File: config.mk
export PLATFORM = sky130hd
export DESIGN_NAME = ofdm_subcarrier_mapper
export DESIGN_NICKNAME = d
export VERILOG_FILES = /design/src/rtl/ofdm_map_pkg.sv /design/src/rtl/ofdm_subcarrier_mapper_pilot_prbs.sv /design/src/rtl/ofdm_subcarrier_mapper.sv
export SDC_FILE = /design/constraint.sdc
export NUM_CORES = 1
export LEC_CHECK = 0
export CAP_MARGIN = 20
export CORE_ASPECT_RATIO = 0.75
export CORE_UTILIZATION = 51
export DETAILED_ROUTE_END_ITERATION = 8
export PLACE_DENSITY = 0.86
export RECOVER_POWER = 100
export SKIP_LAST_GASP = 1
export SYNTH_ARGS = -nofsm -noshare
export SYNTH_HDL_FRONTEND = slang
export SYNTH_SLANG_ARGS = --single-unit
File: constraint.sdc
create_clock -name clk -period 2.9 [get_ports clk]
set_input_delay 0.58 -clock clk [delete_from_list [all_inputs] [get_ports clk]]
set_output_delay 0.58 -clock clk [all_outputs]
set_load 0.03 [all_outputs]
File: src/rtl/ofdm_map_pkg.sv
// ofdm_map_pkg: shared map codes, bandwidth limit and pilot PRBS definitions.
package ofdm_map_pkg;
  typedef enum logic [1:0] {
    MAP_NULL  = 2'd0,
    MAP_DATA  = 2'd1,
    MAP_PILOT = 2'd2,
    MAP_RSVD  = 2'd3
  } map_code_t;
  typedef enum logic [1:0] {ST_IDLE, ST_RUN, ST_DRAIN} state_t;
  localparam int NUM_BW = 6;
  localparam int PRBS_W = 11;
  localparam int PRBS_TAP_A = 10;
  localparam int PRBS_TAP_B = 8;
  // Fibonacci step for x^11 + x^9 + 1, shifting towards the MSB
  function automatic logic [PRBS_W-1:0] prbs_next(input logic [PRBS_W-1:0] s);
    return {s[PRBS_W-2:0], s[PRBS_TAP_A] ^ s[PRBS_TAP_B]};
  endfunction
endpackage

File: src/rtl/ofdm_subcarrier_mapper_pilot_prbs.sv
// pilot_prbs: 11-bit pilot LFSR with seed load and step enable; MSB is the BPSK sign.
module pilot_prbs import ofdm_map_pkg::*; #(
  parameter logic [PRBS_W-1:0] SEED = '1
) (
  input  logic clk,
  input  logic rst_n,
  input  logic load,
  input  logic step,
  output logic sign
);
  logic [PRBS_W-1:0] lfsr;
  always_ff @(posedge clk or negedge rst_n)
    if (!rst_n) lfsr <= SEED;
    else if (load) lfsr <= SEED;
    else if (step) lfsr <= prbs_next(lfsr);
  assign sign = lfsr[PRBS_W-1];
endmodule

File: src/rtl/ofdm_subcarrier_mapper.sv
// ofdm_subcarrier_mapper: scans FFT bins against the map ROM and emits data, pilot or null I/Q samples.
module ofdm_subcarrier_mapper import ofdm_map_pkg::*; #(
  parameter int DEPTH_RAM = 10,
  parameter int FFTSIZE = 1024,
  parameter int DW = 16,
  parameter logic signed [DW-1:0] PILOT_AMP = 16'sd11585,
  parameter logic [PRBS_W-1:0] PRBS_SEED = 11'h7FF
) (
  input  logic                   clk,
  input  logic                   rst_n,
  input  logic                   start,
  input  logic [2:0]             bw_sel,
  output logic [DEPTH_RAM-1:0]   map_addr,
  output logic [2:0]             map_index_bw,
  input  logic [1:0]             map_code,
  input  logic                   s_valid,
  output logic                   s_ready,
  input  logic signed [DW-1:0]   s_i,
  input  logic signed [DW-1:0]   s_q,
  output logic                   m_valid,
  input  logic                   m_ready,
  output logic signed [DW-1:0]   m_i,
  output logic signed [DW-1:0]   m_q,
  output logic                   m_sop,
  output logic                   m_eop,
  output logic                   busy,
  output logic                   bw_err,
  output logic [DEPTH_RAM:0]     data_cnt
);
  state_t state;
  map_code_t code;
  logic [DEPTH_RAM-1:0] bin_cnt;
  logic run, adv, last, accept, pilot_neg;
  assign code = map_code_t'(map_code);
  assign run = state == ST_RUN;
  assign adv = run && (!m_valid || m_ready) && (code != MAP_DATA || s_valid);
  assign s_ready = adv && code == MAP_DATA;
  // Address runs one bin ahead on advance so the registered ROM code always matches bin_cnt
  assign map_addr = run ? (adv ? bin_cnt + 1'b1 : bin_cnt) : '0;
  assign last = bin_cnt == DEPTH_RAM'(FFTSIZE - 1);
  assign accept = state == ST_IDLE && start && bw_sel < 3'(NUM_BW);
  pilot_prbs #(.SEED(PRBS_SEED)) u_prbs (
    .clk(clk), .rst_n(rst_n), .load(accept),
    .step(adv && code == MAP_PILOT), .sign(pilot_neg)
  );
  always_ff @(posedge clk or negedge rst_n)
    if (!rst_n) begin
      state <= ST_IDLE;
      bin_cnt <= '0;
      map_index_bw <= '0;
      m_valid <= 1'b0;
      m_i <= '0;
      m_q <= '0;
      m_sop <= 1'b0;
      m_eop <= 1'b0;
      busy <= 1'b0;
      bw_err <= 1'b0;
      data_cnt <= '0;
    end else begin
      if (adv) begin
        m_valid <= 1'b1;
        m_sop <= bin_cnt == '0;
        m_eop <= last;
        m_i <= code == MAP_DATA ? s_i : code == MAP_PILOT ? (pilot_neg ? -PILOT_AMP : PILOT_AMP) : '0;
        m_q <= code == MAP_DATA ? s_q : '0;
        if (code == MAP_DATA) data_cnt <= data_cnt + 1'b1;
        if (last) state <= ST_DRAIN;
        else bin_cnt <= bin_cnt + 1'b1;
      end else if (m_ready) m_valid <= 1'b0;
      if (accept) begin
        state <= ST_RUN;
        map_index_bw <= bw_sel;
        bin_cnt <= '0;
        data_cnt <= '0;
        busy <= 1'b1;
      end
      if (state == ST_IDLE && start && !accept) bw_err <= 1'b1;
      if (state == ST_DRAIN && (!m_valid || m_ready)) begin
        state <= ST_IDLE;
        bin_cnt <= '0;
        busy <= 1'b0;
      end
    end
endmodule

==> flow_summary.ini, run 1 <==
[yosys]
ys.flop_type = dfrtp_1
async_reset_ff_share_pct = 100
syn_area_sq_um = 3420
synthCells = 329
ys_types = 47
yosysWarnings = 0
syn_avg_cell_area_sq_um = 10.4
synth_enable_flop_cells = 0
ys_ff_latch = 74
synth_seq_area_share_pct = 54.6
syn_nets = 374

[flow_run]
maxCapViolations = 1

[finish]
utilization_pct = 73.2
n_fill_cell = 455
area_growth_pct = 36.6
diodes = 0
drive_gt1_share_pct = 11.5
fin_nets = 475

[placed_design]
pre_cts_ws_ns = -0.144
port_buffers = 103
hpwlAfterDp_um = 6160
gp_congestion = 0.859

[floorplan]
dieHeight_um = 72.9
rows = 25
ioPinCount = 104
core_sq_um = 6380
fp.dieW_um = 96.6
die_area_sq_um = 7040
start_util_pct = 53.6

[setup_path]
regToRegSetupSlack_ns = 0.54
worstReg2RegStart = state[1]
reg2regPathDepth = 4
critPathCaptureType = output port
cp_slowest_cell = clkdlybuf4s50_1
crit_fanout = 9
crit_required_ns = 2.32
critical_path_class = input pin to output port
rr_endpoint = m_i[15]
start_kind = input pin
crit_path_cell_trace = clkdlybuf4s50_1 -> nor3b_2 -> buf_4 -> nor4_1 -> xnor2_1 -> nor2_1 -> clkbuf_2
cp_slowest_stage_delay_ns = 0.48
critPathArrivalTime_ns = 2.21

[clock_network]
clkSlewWorstSetupHoldPaths_ns = 0.08
clkLatencyLatePin_ns = 0.35
cts_root_buf = clkbuf_8
cts_buffers = 9
cts-resized-gates = 1
postCtsHoldBufs = 0
cts_sinks = 74
cts_max_level = 3
clock_path_buffers = 2
cts_tree = yes
postCtsSetupBuffers = 0

[sta]
post-route-min-period_ns = 2.79
drv_slew = 75
max_slew_margin_pct = -18.6
rsz0062_at_grt = no
hold_viol = 0
fin_ws_ns = 0.111
fmax_ghz = 0.359
fin_tns_setup_ns = 0
setup_viol = 0
skew_ns = 0.0102
worstMarginPinSlew_ns = 1.78
min_period_over_period_pct = 96.2

[power_and_ir_drop]
pwr-share-comb_pct = 35.8
power.internal_mw = 2.26
p_leak_nw = 2.14
p_per_area_nw_per_um2 = 787
ir_drop_mv = 0.420
pwr-share-seq_pct = 42.7
clockPowerShare_pct = 21.5
switching_share_pct = 38.6
power_switching_mw = 1.42

[global_routing]
grt_overflow_total = 0
grt_pass1_vias = 2888
grt_max_degree = 75
track_usage_pct = 27.2
antenna_found_initial = 0
grt_pass1_wl_um = 14300

[min_path]
hold_path_depth = 2
hold_path.class = register to register
min_to = m_eop
hp-start = m_eop

[routing]
first_pass_iters = 5
routed-via-count = 3073
drc = 0
drt_wl_total_um = 8810
wl_per_cell_um = 17.1
vias_per_cell = 5.96
antenna_left = 0
drtIter0Drc = 204

[status]
status = complete, but fails checks
violations = max-capacitance violations, max-slew violations
[per-layer routing]
layer	wire length (um)	track usage [%]	part of all wire, %
met2	3970	39.4	45
met1	3910	38.4	44
met4	112	9.15	1.3
met3	819	9.38	9.3
met5	0	0	0
[synthesized netlist by cell type, drive strengths merged (4+ instances only)]
master	instances	area share, %
dfstp	11	8.5
dfrtp	63	46
nand3	19	2.8
clkbuf	12	1.3
nand2	44	4.8
o211ai	4	0.88
nor3	8	1.2
o31ai	8	1.8
or4	4	0.88
nor2	24	2.6
a22o	17	4.4
xnor2	12	3.1
nand4	9	1.6
a21oi	12	1.8
a221o	17	5.0
nor3b	4	1.0
nor4	7	1.3
buf	10	1.5
[metrics by stage]
| stage | hold WS, ns | area (sq um) | cells | power (mW) |
|---|---|---|---|---|
| after CTS | 0.388 | 4720 | 516 | 3.78 |
| final | 0.486 | 4670 | 516 | 3.67 |
| after detailed placement | 0.471 | 4520 | 500 | 2.99 |
| after global routing | 0.506 | 4670 | 516 | 3.88 |
| after floorplan | 0.284 | 3420 | 329 | 2.41 |
| after global placement | 0.459 | 4520 | 500 | 2.94 |
[layout by cell type, fill, tap and decap left out, drive strengths merged, types with 12 or more instances in the layout]
| cell | count |
|---|---|
| clkbuf | 22 |
| a221o | 17 |
| dlygate4sd3 | 53 |
| dfrtp | 63 |
| clkdlybuf4s50 | 38 |
| nor2 | 24 |
| a21oi | 12 |
| nand3 | 19 |
| nand2 | 44 |
| a22o | 17 |
| xnor2 | 12 |
[logic make-up after synthesis]
| group | Yosys count | synth area share (%) |
|---|---|---|
| buffers and inverters | 26 | 3.22 |
| adder cells (fa/ha/maj) | 3 | 1.10 |
| AND/OR/NAND/NOR | 141 | 20.9 |
| AO/OA/AOI/OAI | 71 | 16.6 |
| multiplexers | 1 | 0.293 |
| flip-flops | 74 | 54.6 |
| XOR/XNOR | 13 | 3.33 |
[worst max-delay path by stage]
stage / cells after the start / endpoint / startpoint / slack (ns)
2_1_floorplan: 5 / map_addr[1] / m_ready / 0.22
3_3_place_gp: 6 / map_addr[9] / m_ready / -0.04
3_5_place_dp: 6 / map_addr[9] / m_ready / -0.14
4_1_cts: 7 / map_addr[8] / map_code[0] / 0.14
5_1_grt: 6 / map_addr[8] / bin_cnt[0] / 0.007
6_report: 7 / map_addr[7] / map_code[0] / 0.11
[registers in the layout, summed over array words and instances (netlist names)]
signal        count
m_q              16
m_eop             1
map_index_bw      3
state             2
data_cnt         11
u_prbs.lfsr      11
bin_cnt          10
m_i              16
busy              1
bw_err            1
m_valid           1
m_sop             1
[final cells by class]
class                      count  area, sq um  share of cell area (%)
inverter                       4         15.0                   0.321
clock inverter                 6         66.3                    1.42
clock buffer                  10          128                    2.73
tap                           81          101                    2.17
sequential                    74         1870                    39.9
timing repair buffer         112         1040                    22.2
multi-input combinational    229         1460                    31.2
[critical path, delay by kind of cell]
family	cells	cell delay (ns)
buffers and inverters	3	0.86
AND/OR/NAND/NOR	3	0.67
XOR/XNOR	1	0.10
[power by group through the flow]
stage	logic [mW]	clock network, mW	registers, mW
floorplan	0.667	0	1.74
global placement	1.37	0	1.57
detailed placement	1.41	0	1.58
CTS	1.41	0.803	1.57
global route	1.43	0.856	1.60
finish	1.32	0.789	1.57
(Power assumes the default switching activity.)
==> run 2, diff against run 1 <==
- CORE_UTILIZATION: 51 -> 65
- DONT_BUFFER_PORTS: default -> 1
- PLACE_DENSITY: 0.86 -> 0.81
- SETUP_SLACK_MARGIN: default -> 0.4
==> flow_summary.ini, run 2 (synthesis results as in run 1) <==
[sta]
setup_viol = 0
skew_ns = 0.0115
min_period_over_period_pct = 87.2
drv_slew = 0
max_slew_margin_pct = 1.67
hold_viol = 0
fmax_ghz = 0.395
post-route-min-period_ns = 2.53
fin_tns_setup_ns = 0
worstMarginPinSlew_ns = 1.47
rsz0062_at_grt = no
fin_ws_ns = 0.371

[placed_design]
placed_cell_area_sq_um = 3550
hpwlAfterDp_um = 4970
pre_cts_ws_ns = 0.390
port_buffers = 0
gp_congestion = 0.851

[finish]
n_fill_cell = 352
final_common_cell = dfrtp_1
drive_gt1_share_pct = 15.0
area_growth_pct = 10.2
reg_top3 = m_i (16), m_q (16)
multi_input_area_sq_um = 1500
final_cell_mix = dfrtp_1 (62), nand2_1 (44), nor2_1 (24)
fin_nets = 381
final_area_sq_um = 3770
diodes = 0
regArea_sq_um = 1870
utilization_pct = 75.7

[clock_network]
cts_tree = yes
cts_root_buf = clkbuf_8
cts_max_level = 3
clkSlewWorstSetupHoldPaths_ns = 0.08
clock_path_buffers = 2
postCtsSetupBuffers = 0
cts_sinks = 74
cts_buffers = 9
clkLatencyLatePin_ns = 0.34

[floorplan]
dieHeight_um = 64.8
ioPinCount = 104
die_area_sq_um = 5560
rows = 22
fp.dieW_um = 85.8
start_util_pct = 68.6
core_sq_um = 4980

[flow_run]
maxCapViolations = 0

[routing]
first_pass_iters = 5
drtIter0Drc = 269
vias_per_cell = 6.39
routed-via-count = 2640
drc = 0
drt_wl_total_um = 7310
wl_per_cell_um = 17.7
antenna_left = 0

[setup_path]
rr_endpoint = m_i[2]
critPathArrivalTime_ns = 1.95
worstReg2RegStart = state[1]
start_kind = register
reg2regPathDepth = 5
critical_path_class = register to output port
crit_fanout = 9
crit_required_ns = 2.32
regToRegSetupSlack_ns = 0.48
critPathCaptureType = output port

[global_routing]
antenna_found_initial = 0
track_usage_pct = 28.3
grtUsageMet3_pct = 11.6
grt_max_degree = 64
grt_pass1_vias = 2441
met1_usage_pct = 38.0
grt_overflow_total = 0
busiest_layer = met2
gr-usage-met2_pct = 42.1
grt_pass1_wl_um = 11800

[power_and_ir_drop]
power_mw = 3.41
ir_drop_mv = 0.475
p_leak_nw = 1.63
p_per_area_nw_per_um2 = 905

[status]
status = finished, final reports clean

[min_path]
hold_path.class = input pin to asynchronous set/reset pin
[run 2: cell types whose count changed in the layout (fill, tap and decap cells not counted), moves of 3 or more]
cell / change
clkinvlp_4: +3
clkdlybuf4s50_1: -38
buf_4: +3
dlygate4sd3_1: -53
clkbuf_2: -7
clkbuf_1: +3
[run 2: report_power, final]
part           internal (mW)  total (mW)  switching (mW)  leakage (nW)
combinational          0.337       0.801           0.464         0.600
clock                  0.399       0.766           0.367        0.0889
sequential              1.33        1.84           0.514         0.945
[run 2: worst max-delay path: stages, from the launching register on]
cell and delay, ns:
dfrtp_2 0.43, ha_1 0.28, nand3_4 0.15, nor4_1 0.36, xnor2_1 0.16, nor2_1 0.05, buf_4 0.17
[run 2: area by class of cell]
type,count,share of cell area [%]
sequential,74,49.5
multi-input combinational,229,39.7
clock buffer,10,3.39
timing repair buffer,18,2.85
tap,72,2.39
clock inverter,6,1.76
inverter,4,0.398
[run 2: what timing repair did]
| item | CTS | global route |
|---|---|---|
| gates resized for setup | 6 | 8 |
| setup endpoints to repair | 10 | 8 |
| gates cloned | 0 | 0 |
| hold endpoints to repair | 63 | 0 |
| hold buffers | 1 | 0 |
[run 2: worst max-delay path by stage]
stage,slack [ns],endpoint,depth (start not counted),start
floorplan,0.48,map_addr[1],5,m_ready
global placement,0.44,map_addr[1],4,m_ready
detailed placement,0.39,map_addr[1],4,m_ready
CTS,0.41,map_addr[9],4,bin_cnt[2]
global route,0.23,map_addr[6],6,bin_cnt[1]
finish,0.37,map_addr[6],6,bin_cnt[0]
[run 2: through the flow]
stage | hold slack, ns | instances
floorplan | 0.284 | 329
global placement | 0.286 | 396
detailed placement | 0.286 | 396
CTS | 0.0573 | 413
global route | 0.0467 | 413
finish | 0.0727 | 413
[run 2: layer usage]
metal  wire, um  vias to the layer above
li1           -                     1226
met4         76                        0
met1       3180                     1265
met3        734                        7
met5          0                        -
met2       3310                      142
